==> src/rtl/arf_err_stats.sv <==
// Error-statistics collector for the approximate ARF datapath: sum, sum of squares,
// mean, variance and (with ARF_ERR_MAX_EN defined) peak |approx - exact| over 2^LOG2_N samples.
module arf_err_stats #(
    parameter int WIDTH  = 16,
    parameter int LOG2_N = 8
) (
    input  logic                         clk_i,
    input  logic                         rst_n_i,
    input  logic                         start_i,
    output logic                         busy_o,
    input  logic                         s_valid_i,
    output logic                         s_ready_o,
    input  logic [WIDTH-1:0]             exact_i,
    input  logic [WIDTH-1:0]             approx_i,
    output logic                         m_valid_o,
    input  logic                         m_ready_i,
    output logic [WIDTH+LOG2_N:0]        err_sum_o,
    output logic [2*WIDTH+1+LOG2_N:0]    err_sq_sum_o,
    output logic [WIDTH:0]               err_mean_o,
    output logic [2*WIDTH+1:0]           err_var_o,
    output logic [WIDTH:0]               err_max_abs_o,
    output logic                         done_o
);

    // state    | meaning
    // IDLE     | waiting for start
    // ACCUM    | accepting samples, s_ready high
    // MEAN     | registering err_sum >>> LOG2_N
    // VAR      | registering clamped variance
    // HOLD     | results valid until m_ready
    typedef enum logic [2:0] {
        ST_IDLE,
        ST_ACCUM,
        ST_MEAN,
        ST_VAR,
        ST_HOLD
    } state_e;

    localparam int EW = WIDTH + 1;
    localparam int SW = WIDTH + 1 + LOG2_N;
    localparam int QW = 2*WIDTH + 2 + LOG2_N;
    localparam int VW = 2*WIDTH + 2;

    state_e state_q, state_d;

    logic signed [SW-1:0] err_sum_q, err_sum_d;
    logic [QW-1:0]        err_sq_sum_q, err_sq_sum_d;
    logic signed [EW-1:0] err_mean_q, err_mean_d;
    logic [VW-1:0]        err_var_q, err_var_d;
    logic [LOG2_N-1:0]    cnt_q, cnt_d;
    logic                 m_valid_q, m_valid_d;
    logic                 done_q, done_d;

    logic signed [EW-1:0] exact_x, approx_x, e_s;
    logic [EW-1:0]        abs_e;
    logic [2*EW-1:0]      e_sq;
    logic                 s_hs;
    logic                 cnt_last;
    logic                 start_acc;
    logic [EW-1:0]        abs_mean;
    logic [VW-1:0]        mean_sq;
    logic [VW-1:0]        sq_shift;

    // Sign-extend by one bit so approx - exact can never overflow.
    assign exact_x  = {exact_i[WIDTH-1], exact_i};
    assign approx_x = {approx_i[WIDTH-1], approx_i};
    assign e_s      = approx_x - exact_x;
    assign abs_e    = e_s[EW-1] ? $unsigned(-e_s) : $unsigned(e_s);
    assign e_sq     = abs_e * abs_e;

    assign s_hs      = (state_q == ST_ACCUM) && s_valid_i;
    assign cnt_last  = &cnt_q;
    assign start_acc = (state_q == ST_IDLE) && start_i;

    assign abs_mean = err_mean_q[EW-1] ? $unsigned(-err_mean_q) : $unsigned(err_mean_q);
    assign mean_sq  = abs_mean * abs_mean;
    assign sq_shift = VW'(err_sq_sum_q >> LOG2_N);

    always_comb begin
        state_d = state_q;
        case (state_q)
            ST_IDLE:  if (start_i) state_d = ST_ACCUM;
            ST_ACCUM: if (s_valid_i && cnt_last) state_d = ST_MEAN;
            ST_MEAN:  state_d = ST_VAR;
            ST_VAR:   state_d = ST_HOLD;
            ST_HOLD:  if (m_ready_i) state_d = ST_IDLE;
            default:  state_d = ST_IDLE;
        endcase
    end

    always_comb begin
        err_sum_d    = err_sum_q;
        err_sq_sum_d = err_sq_sum_q;
        err_mean_d   = err_mean_q;
        err_var_d    = err_var_q;
        cnt_d        = cnt_q;
        m_valid_d    = m_valid_q;
        done_d       = 1'b0;
        case (state_q)
            ST_IDLE: begin
                if (start_i) begin
                    err_sum_d    = '0;
                    err_sq_sum_d = '0;
                    err_mean_d   = '0;
                    err_var_d    = '0;
                    cnt_d        = '0;
                end
            end
            ST_ACCUM: begin
                if (s_valid_i) begin
                    err_sum_d    = err_sum_q + SW'(e_s);
                    err_sq_sum_d = err_sq_sum_q + QW'(e_sq);
                    cnt_d        = cnt_q + LOG2_N'(1);
                end
            end
            ST_MEAN: begin
                err_mean_d = EW'(err_sum_q >>> LOG2_N);
            end
            ST_VAR: begin
                // Finite-precision mean can make mean^2 exceed E[e^2]; clamp to 0.
                err_var_d = (sq_shift >= mean_sq) ? (sq_shift - mean_sq) : '0;
                m_valid_d = 1'b1;
            end
            ST_HOLD: begin
                if (m_ready_i) begin
                    m_valid_d = 1'b0;
                    done_d    = 1'b1;
                end
            end
            default: ;
        endcase
    end

    always_ff @(posedge clk_i or negedge rst_n_i) begin
        if (!rst_n_i) begin
            state_q      <= ST_IDLE;
            err_sum_q    <= '0;
            err_sq_sum_q <= '0;
            err_mean_q   <= '0;
            err_var_q    <= '0;
            cnt_q        <= '0;
            m_valid_q    <= 1'b0;
            done_q       <= 1'b0;
        end else begin
            state_q      <= state_d;
            err_sum_q    <= err_sum_d;
            err_sq_sum_q <= err_sq_sum_d;
            err_mean_q   <= err_mean_d;
            err_var_q    <= err_var_d;
            cnt_q        <= cnt_d;
            m_valid_q    <= m_valid_d;
            done_q       <= done_d;
        end
    end

`ifdef ARF_ERR_MAX_EN
    logic [EW-1:0] max_q, max_d;

    always_comb begin
        max_d = max_q;
        if (start_acc) begin
            max_d = '0;
        end else if (s_hs && (abs_e > max_q)) begin
            max_d = abs_e;
        end
    end

    always_ff @(posedge clk_i or negedge rst_n_i) begin
        if (!rst_n_i) begin
            max_q <= '0;
        end else begin
            max_q <= max_d;
        end
    end

    assign err_max_abs_o = max_q;
`else
    logic unused_max;
    assign unused_max    = start_acc ^ s_hs;
    assign err_max_abs_o = '0;
`endif

    assign busy_o       = (state_q != ST_IDLE);
    assign s_ready_o    = (state_q == ST_ACCUM);
    assign m_valid_o    = m_valid_q;
    assign done_o       = done_q;
    assign err_sum_o    = err_sum_q;
    assign err_sq_sum_o = err_sq_sum_q;
    assign err_mean_o   = err_mean_q;
    assign err_var_o    = err_var_q;

endmodule

==> config.mk <==
export PLATFORM = sky130hd
export DESIGN_NAME = arf_err_stats
export DESIGN_NICKNAME = d
export VERILOG_FILES = /design/src/rtl/arf_err_stats.sv
export SDC_FILE = /design/constraint.sdc
export NUM_CORES = 1
export LEC_CHECK = 0
export BUFFER_PORTS_ARGS = -buffer_cell sky130_fd_sc_hd__buf_2
export CAP_MARGIN = 20
export CORE_AREA = 4 4 169 334
export DETAILED_ROUTE_END_ITERATION = 12
export DIE_AREA = 0 0 173 338
export PLACE_DENSITY = 0.76
export SLEW_MARGIN = 25
export SYNTH_ARGS = -nofsm -noshare
export SYNTH_HDL_FRONTEND = slang
export SYNTH_SLANG_ARGS = --single-unit
==> constraint.sdc <==
create_clock -name clk_i -period 9.3 [get_ports clk_i]
set_input_delay 0.93 -clock clk_i [delete_from_list [all_inputs] [get_ports clk_i]]
set_output_delay 0.93 -clock clk_i [all_outputs]
set_load 0.01 [all_outputs]
==> results of run 1 <==
==> critical path: cells and delay by family (launching register included) <==
kind	cells	cell delay, ns
AOI/OAI and AO/OA	11	2.49
xor gates and xnor gates	2	0.32
adders and majority gates	8	3.44
buffers and inverters	7	0.63
DFF	1	0.40
and+or+nand+nor	10	1.88
==> cell families (layout without fill, tap and decap cells) <==
| group | after synthesis | count (layout) | synth area share, % |
|---|---|---|---|
| other | 2 | 40 | 0.0282 |
| muxes | 6 | 6 | 0.231 |
| xor gates and xnor gates | 162 | 162 | 5.33 |
| buffers and inverters | 824 | 1267 | 11.9 |
| adders and majority gates | 712 | 712 | 45.2 |
| DFF | 131 | 131 | 12.3 |
| and+or+nand+nor | 670 | 670 | 11.4 |
| AOI/OAI and AO/OA | 534 | 534 | 13.5 |
==> metrics by stage <==
step / hold WS, ns / area [sq um] / util, %
floorplan: 0.490 / 26900 / -
global placement: 0.476 / 30600 / 56.9
detailed placement: 0.486 / 30600 / 56.9
CTS: 0.428 / 31400 / 58.5
global route: 0.456 / 32200 / 60.0
finish: 0.413 / 32200 / 60.0
==> final timing paths <==
kind | from | to | slack [ns] | cells after the start
max reg2reg | err_mean_o[6] | err_var_o[4] | 0.01 | 38
min | rst_n_i | err_sum_o[16] | 0.41 | 1
min in group clk_i | err_var_o[31] | err_var_o[31] | 0.50 | 1
max in group asynchronous | rst_n_i | err_sq_sum_o[26] | 7.48 | 2
min reg2reg | err_var_o[31] | err_var_o[31] | 0.50 | 1
max | err_mean_o[6] | err_var_o[4] | 0.01 | 38
==> metal layers <==
layer  wire length, microns  global-route usage (%)
met5                      0                       0
met4                   9540                    25.9
met3                   3640                    3.68
met2                  44800                    54.7
met1                  25700                    25.9
==> cell usage after synthesis, types with 5 or more instances <==
cell type and number:
a2111oi_0 6, a211o_1 5, a211oi_1 11, a21boi_0 7, a21o_1 71, a21oi_1 119
a22o_1 59, a311oi_1 5, a31oi_1 14, a32o_1 6, and2_1 20, and3_1 21
buf_1 7, buf_4 17, clkbuf_1 73, clkinv_1 8, dfrtp_1 131, fa_1 416
ha_1 296, inv_1 712, mux2i_1 5, nand2_1 273, nand2b_1 21, nand3_1 29
nand3b_1 6, nand4_1 17, nor2_1 194, nor2b_1 15, nor3_1 20, o2111ai_1 5
o211ai_1 10, o21a_1 22, o21ai_0 106, o21bai_1 21, o22ai_1 17, o31a_1 6
o31ai_1 13, or2_2 9, or3_1 18, or4_1 5, xnor2_1 93, xor2_1 69
==> state kept, by name, summed over array words and instances (netlist names) <==
| name | count |
|---|---|
| err_mean_o | 17 |
| err_sq_sum_o | 42 |
| done_o | 1 |
| m_valid_o | 1 |
| err_var_o | 34 |
| err_sum_o | 25 |
| state_q | 3 |
| cnt_q | 8 |
==> area by class of cell <==
class | count | area share (%)
multi-input combinational | 2124 | 65.2
timing repair buffer | 511 | 11.4
sequential | 131 | 10.2
inverter | 724 | 8.50
tap | 671 | 2.60
clock buffer | 30 | 2.06
clock inverter | 2 | 0.0388
==> cell usage in the layout (no fill, tap or decap), types with 10 or more instances in the layout <==
master	synthesis	layout
a22o_1	59	59
conb_1	2	40
nand2b_1	21	21
nor2_1	194	179
buf_6	1	13
o22ai_1	17	16
xnor2_2	0	11
dfrtp_1	131	130
xor2_1	69	65
a21oi_1	119	110
o21a_1	22	20
nand2_2	0	12
inv_1	712	695
a31oi_1	14	13
nand4_1	17	17
o21ai_0	106	95
fa_2	0	12
nor3_1	20	15
o211ai_1	10	10
fa_1	416	404
ha_1	296	288
and3_1	21	16
xnor2_1	93	81
nand2_1	273	257
inv_2	4	19
nor2_2	1	12
nor2b_1	15	14
o31ai_1	13	10
o21bai_1	21	20
nand3_1	29	27
a21o_1	71	71
buf_2	2	157
or3_1	18	14
buf_4	17	327
and2_1	20	18
clkbuf_16	0	27
==> timing repair <==
action                                  in CTS  in global routing
hold buffers                                 0                  0
endpoints found under the setup margin      40                 52
setup buffers                                2                 24
pin swaps                                   22                 73
resized for setup                           37                133
gates cloned                                 1                  2
==> metrics.cfg, run 1 <==
[grt]
grt_pass1_vias = 25100
overflow = 0
grt_first_pass_wirelength_microns = 130000
grt_antenna_before_repair = 0
grt_max_degree = 67
grt_use_total_pct = 28.6

[sta]
finClkSkew_ns = 0.0290
timing.slew.headroom_pct = 40.6
fin_crit_sh_pct = 99.9
worstMarginPinSlew_ns = 0.890
rsz0062_at_grt = true
setup_ws_ns = 0.0121
slew_violations = 0
fmax_ghz = 0.108
finalSetupViolCount = 0
period_needed_ns = 9.29
finalSetupTns_ns = 0
finalHoldViolations = 0

[die]
coreArea_sq_um = 53800
fp.dieH_microns = 338
io_pins = 176
rows = 120
initial_utilization_pct = 49.5
chipWidth_microns = 173
die_area_sq_um = 58500

[run_status]
outcome = completed

[setup_path]
cpMostUsedCell = fa_1
cp_max_fo = 7
cp.arrival_ns = 9.67
endpoint_kind = register
slowest_delay_ns = 0.54
crit_required_ns = 9.68
worstSetupStartpointType = register
crit_type = register to register
critical_path.slowest_cell = fa_1

[clocking]
cts.sinks = 131
clockBufferDepth = 3
clk_pin_slew_worst_paths_ns = 0.07
clk_latency_ns = 0.50
cts-root-buf = clkbuf_16
cts_buffers = 25
cts_htree_levels = 4
cts_tree = built

[yosys]
mappedNetlistArea_sq_um = 26600
syn_avg_cell_area_sq_um = 8.75
synth-edff-count = 0
synth_top_cell_by_area = fa_1
netlist_instances = 3041
synth_top_area_share_pct = 31.3
synth.distinct_cells = 81
yosys_warnings = 0
yosys-top-cells-area = fa_1 (31%), ha_1 (14%), dfrtp_1 (12%)
ys_seq_elements = 131
synth_seq_area_share_pct = 12.3
synthArstFlopShare_pct = 100
yosys_most_used_dff = dfrtp_1

[place]
dp_hpwl_microns = 71100
io_buffer_count = 158
gp_congestion = 0.987
place_ws_ns = -0.589
dp.cells = 4132

[routing]
vias_per_cell = 5.48
wl_per_cell_microns = 19.9
initialDrtViolationCount = 1182
firstDrtPassIters = 7
ant_nets = 0
drc = 0
vias = 23000
routed_wl_microns = 83600

[finish]
stdcell_count = 4193
nFillCells = 4666
area.growth.synth_to_final_pct = 21.2
n_antenna_cell = 0
ff_latch_area_sq_um = 3280
final_nets = 4266
multiInputGateArea_sq_um = 21000
drive_gt1_share_pct = 20.3

[run]
max_cap_viol_count = 0

[worst_hold_path]
hp-class = input port to asynchronous set/reset pin

Power of run 1 is not shown: default switching activity piles up to over one toggle a cycle in this logic, so the estimate is an artifact.
==> run 2: changes to the inputs <==
--- a/config.mk
+++ b/config.mk
@@ -13,3 +13,2 @@
 export PLACE_DENSITY = 0.76
-export SLEW_MARGIN = 25
 export SYNTH_ARGS = -nofsm -noshare
==> constraint.sdc (replaced) <==
create_clock -name clk_i -period 9.3 [get_ports clk_i]
set_input_delay 1.395 -clock clk_i [delete_from_list [all_inputs] [get_ports clk_i]]
set_output_delay 1.395 -clock clk_i [all_outputs]
set_load 0.01 [all_outputs]
==> run 2 against run 1 <==
Against the previous run: the flow now finishes with violations (negative setup slack); count of clock-buffer cells in the layout fell by 1; worst setup slack got worse by 0.17 ns; via count rose by 4.0%; non-clock buffer count rose by 173; first-iteration DRC count rose by 8.4%; critical endpoint unchanged.
==> metrics.cfg, run 2 (synthesized netlist as in run 1, its figures left out) <==
[run_status]
outcome = finished, violations left
violations = negative setup slack

[sta]
rsz0062_at_grt = true
worstMarginPinSlew_ns = 0.720
fmax_ghz = 0.106
finalHoldViolations = 0
period_needed_ns = 9.46
setup_ws_ns = -0.156
fin_crit_sh_pct = 102
finalSetupViolCount = 34
slew_violations = 0
finClkSkew_ns = 0.0261
timing.slew.headroom_pct = 52.0

[place]
dp_hpwl_microns = 72300
io_buffer_count = 158
gp_congestion = 1.04

[setup_path]
slowest_delay_ns = 0.58
endpoint_kind = register
crit_type = register to register
critical_path.slowest_cell = fa_1
cp_num_buf_inv = 11
crit_required_ns = 9.68
cp.arrival_ns = 9.83
cp_max_fo = 6
critPathTopFamily = adder cells
worstSetupStartpointType = register

[clocking]
clockBufferDepth = 3
holdBufCountCts = 0
clk_pin_slew_worst_paths_ns = 0.07
cts_tree = built
cts_buffers = 25
cts-root-buf = clkbuf_16
cts.sinks = 131
clk_latency_ns = 0.49
cts_htree_levels = 4

[grt]
grt_max_degree = 77
met2_usage_pct = 56.1
grt_pass1_vias = 26200
overflow = 0
grt_first_pass_wirelength_microns = 133000
met3_usage_pct = 3.06
grt_antenna_before_repair = 1
grtUsageMet1_pct = 27.0
grt_use_total_pct = 29.1
top_usage_layer = met2

[finish]
area.growth.synth_to_final_pct = 27.1
layout_common_cells = inv_1 (693), buf_4 (498), fa_1 (405), ha_1 (283), nand2_1 (259)
largest_reg_flops = 42
drive_gt1_share_pct = 24.9
final_nets = 4439
final_common_cell = inv_1
multiInputGateArea_sq_um = 21200
ff_latch_area_sq_um = 3280
nFillCells = 4409
fin_util_pct = 62.9

[die]
io_pins = 176
initial_utilization_pct = 49.5
rows = 120
fp.dieH_microns = 338
coreArea_sq_um = 53800
die_area_sq_um = 58500
chipWidth_microns = 173

[routing]
vias = 23900
initialDrtViolationCount = 1281
drc = 0
wl_per_cell_microns = 19.5
firstDrtPassIters = 5
vias_per_cell = 5.47
routed_wl_microns = 85300
ant_nets = 0

[run]
max_cap_viol_count = 0

[worst_hold_path]
hp-class = register to register

-- run 2: cell count changes in the layout (fill, tap and decap cells not counted), moves of 5 or more --
cell,previous run,this run
nor2_1,179,170
o21ai_0,95,89
a21oi_1,110,102
buf_4,327,498
a21oi_2,9,16
nor2_2,12,19
ha_1,288,283
nand3_2,1,6
o21ai_1,8,14
-- run 2: what timing repair did --
action	4_1_cts	5_1_grt
pin swaps	29	70
endpoints found under the setup margin	50	59
gates cloned	2	2
buffers inserted	17	30
gates resized for setup	83	138
-- run 2: cell type report --
cell class / count / share of cell area, %
multi-input cells: 2124 / 62.7
repair buffers: 684 / 14.9
flip-flops and latches: 131 / 9.70
inverters: 724 / 8.14
well taps: 671 / 2.48
clock buffers: 29 / 1.98
clock inverters: 2 / 0.0370
diodes: 1 / 0.00740
-- run 2: worst reg2reg max path, delay by kind of cell, from the launching register on --
family	cells	cell delay, ns
AOI/OAI and AO/OA	13	2.74
xor gates and xnor gates	2	0.46
and+or+nand+nor	6	1.18
buffers and inverters	11	1.40
adders and majority gates	8	3.18
DFF	1	0.39
-- run 2: worst paths after layout --
kind	from	end	slack, ns	depth (start not counted)
max in group asynchronous	rst_n_i	err_var_o[14]	7.11	2
hold / removal	err_var_o[22]	err_var_o[22]	0.51	1
min in group asynchronous	rst_n_i	err_sum_o[16]	0.90	1
setup / recovery	err_mean_o[2]	err_var_o[4]	-0.16	40
hold reg to reg	err_var_o[22]	err_var_o[22]	0.51	1
setup reg to reg	err_mean_o[2]	err_var_o[4]	-0.16	40
-- run 2: through the flow --
stage | hold slack, ns | instances | worst slack, ns | instance area [sq um] | TNS [ns]
finish | 0.506 | 4366 | -0.156 | 33800 | -3.51
global route | 0.521 | 4366 | -0.575 | 33800 | -19.33
CTS | 0.489 | 4333 | -0.147 | 33000 | -2.95
detailed placement | 0.476 | 4283 | -0.863 | 31800 | -25.65
global placement | 0.471 | 4283 | -0.733 | 31800 | -20.14
floorplan | 0.490 | 3079 | 0.00141 | 26900 | 0
-- run 2: metal layers --
metal / part of all wire (%) / routed length [microns]
met1: 32 / 27100
met2: 54 / 46000
met3: 3.4 / 2930
met4: 11 / 9350
met5: 0 / 0
Power of run 2 is left out for the same reason.
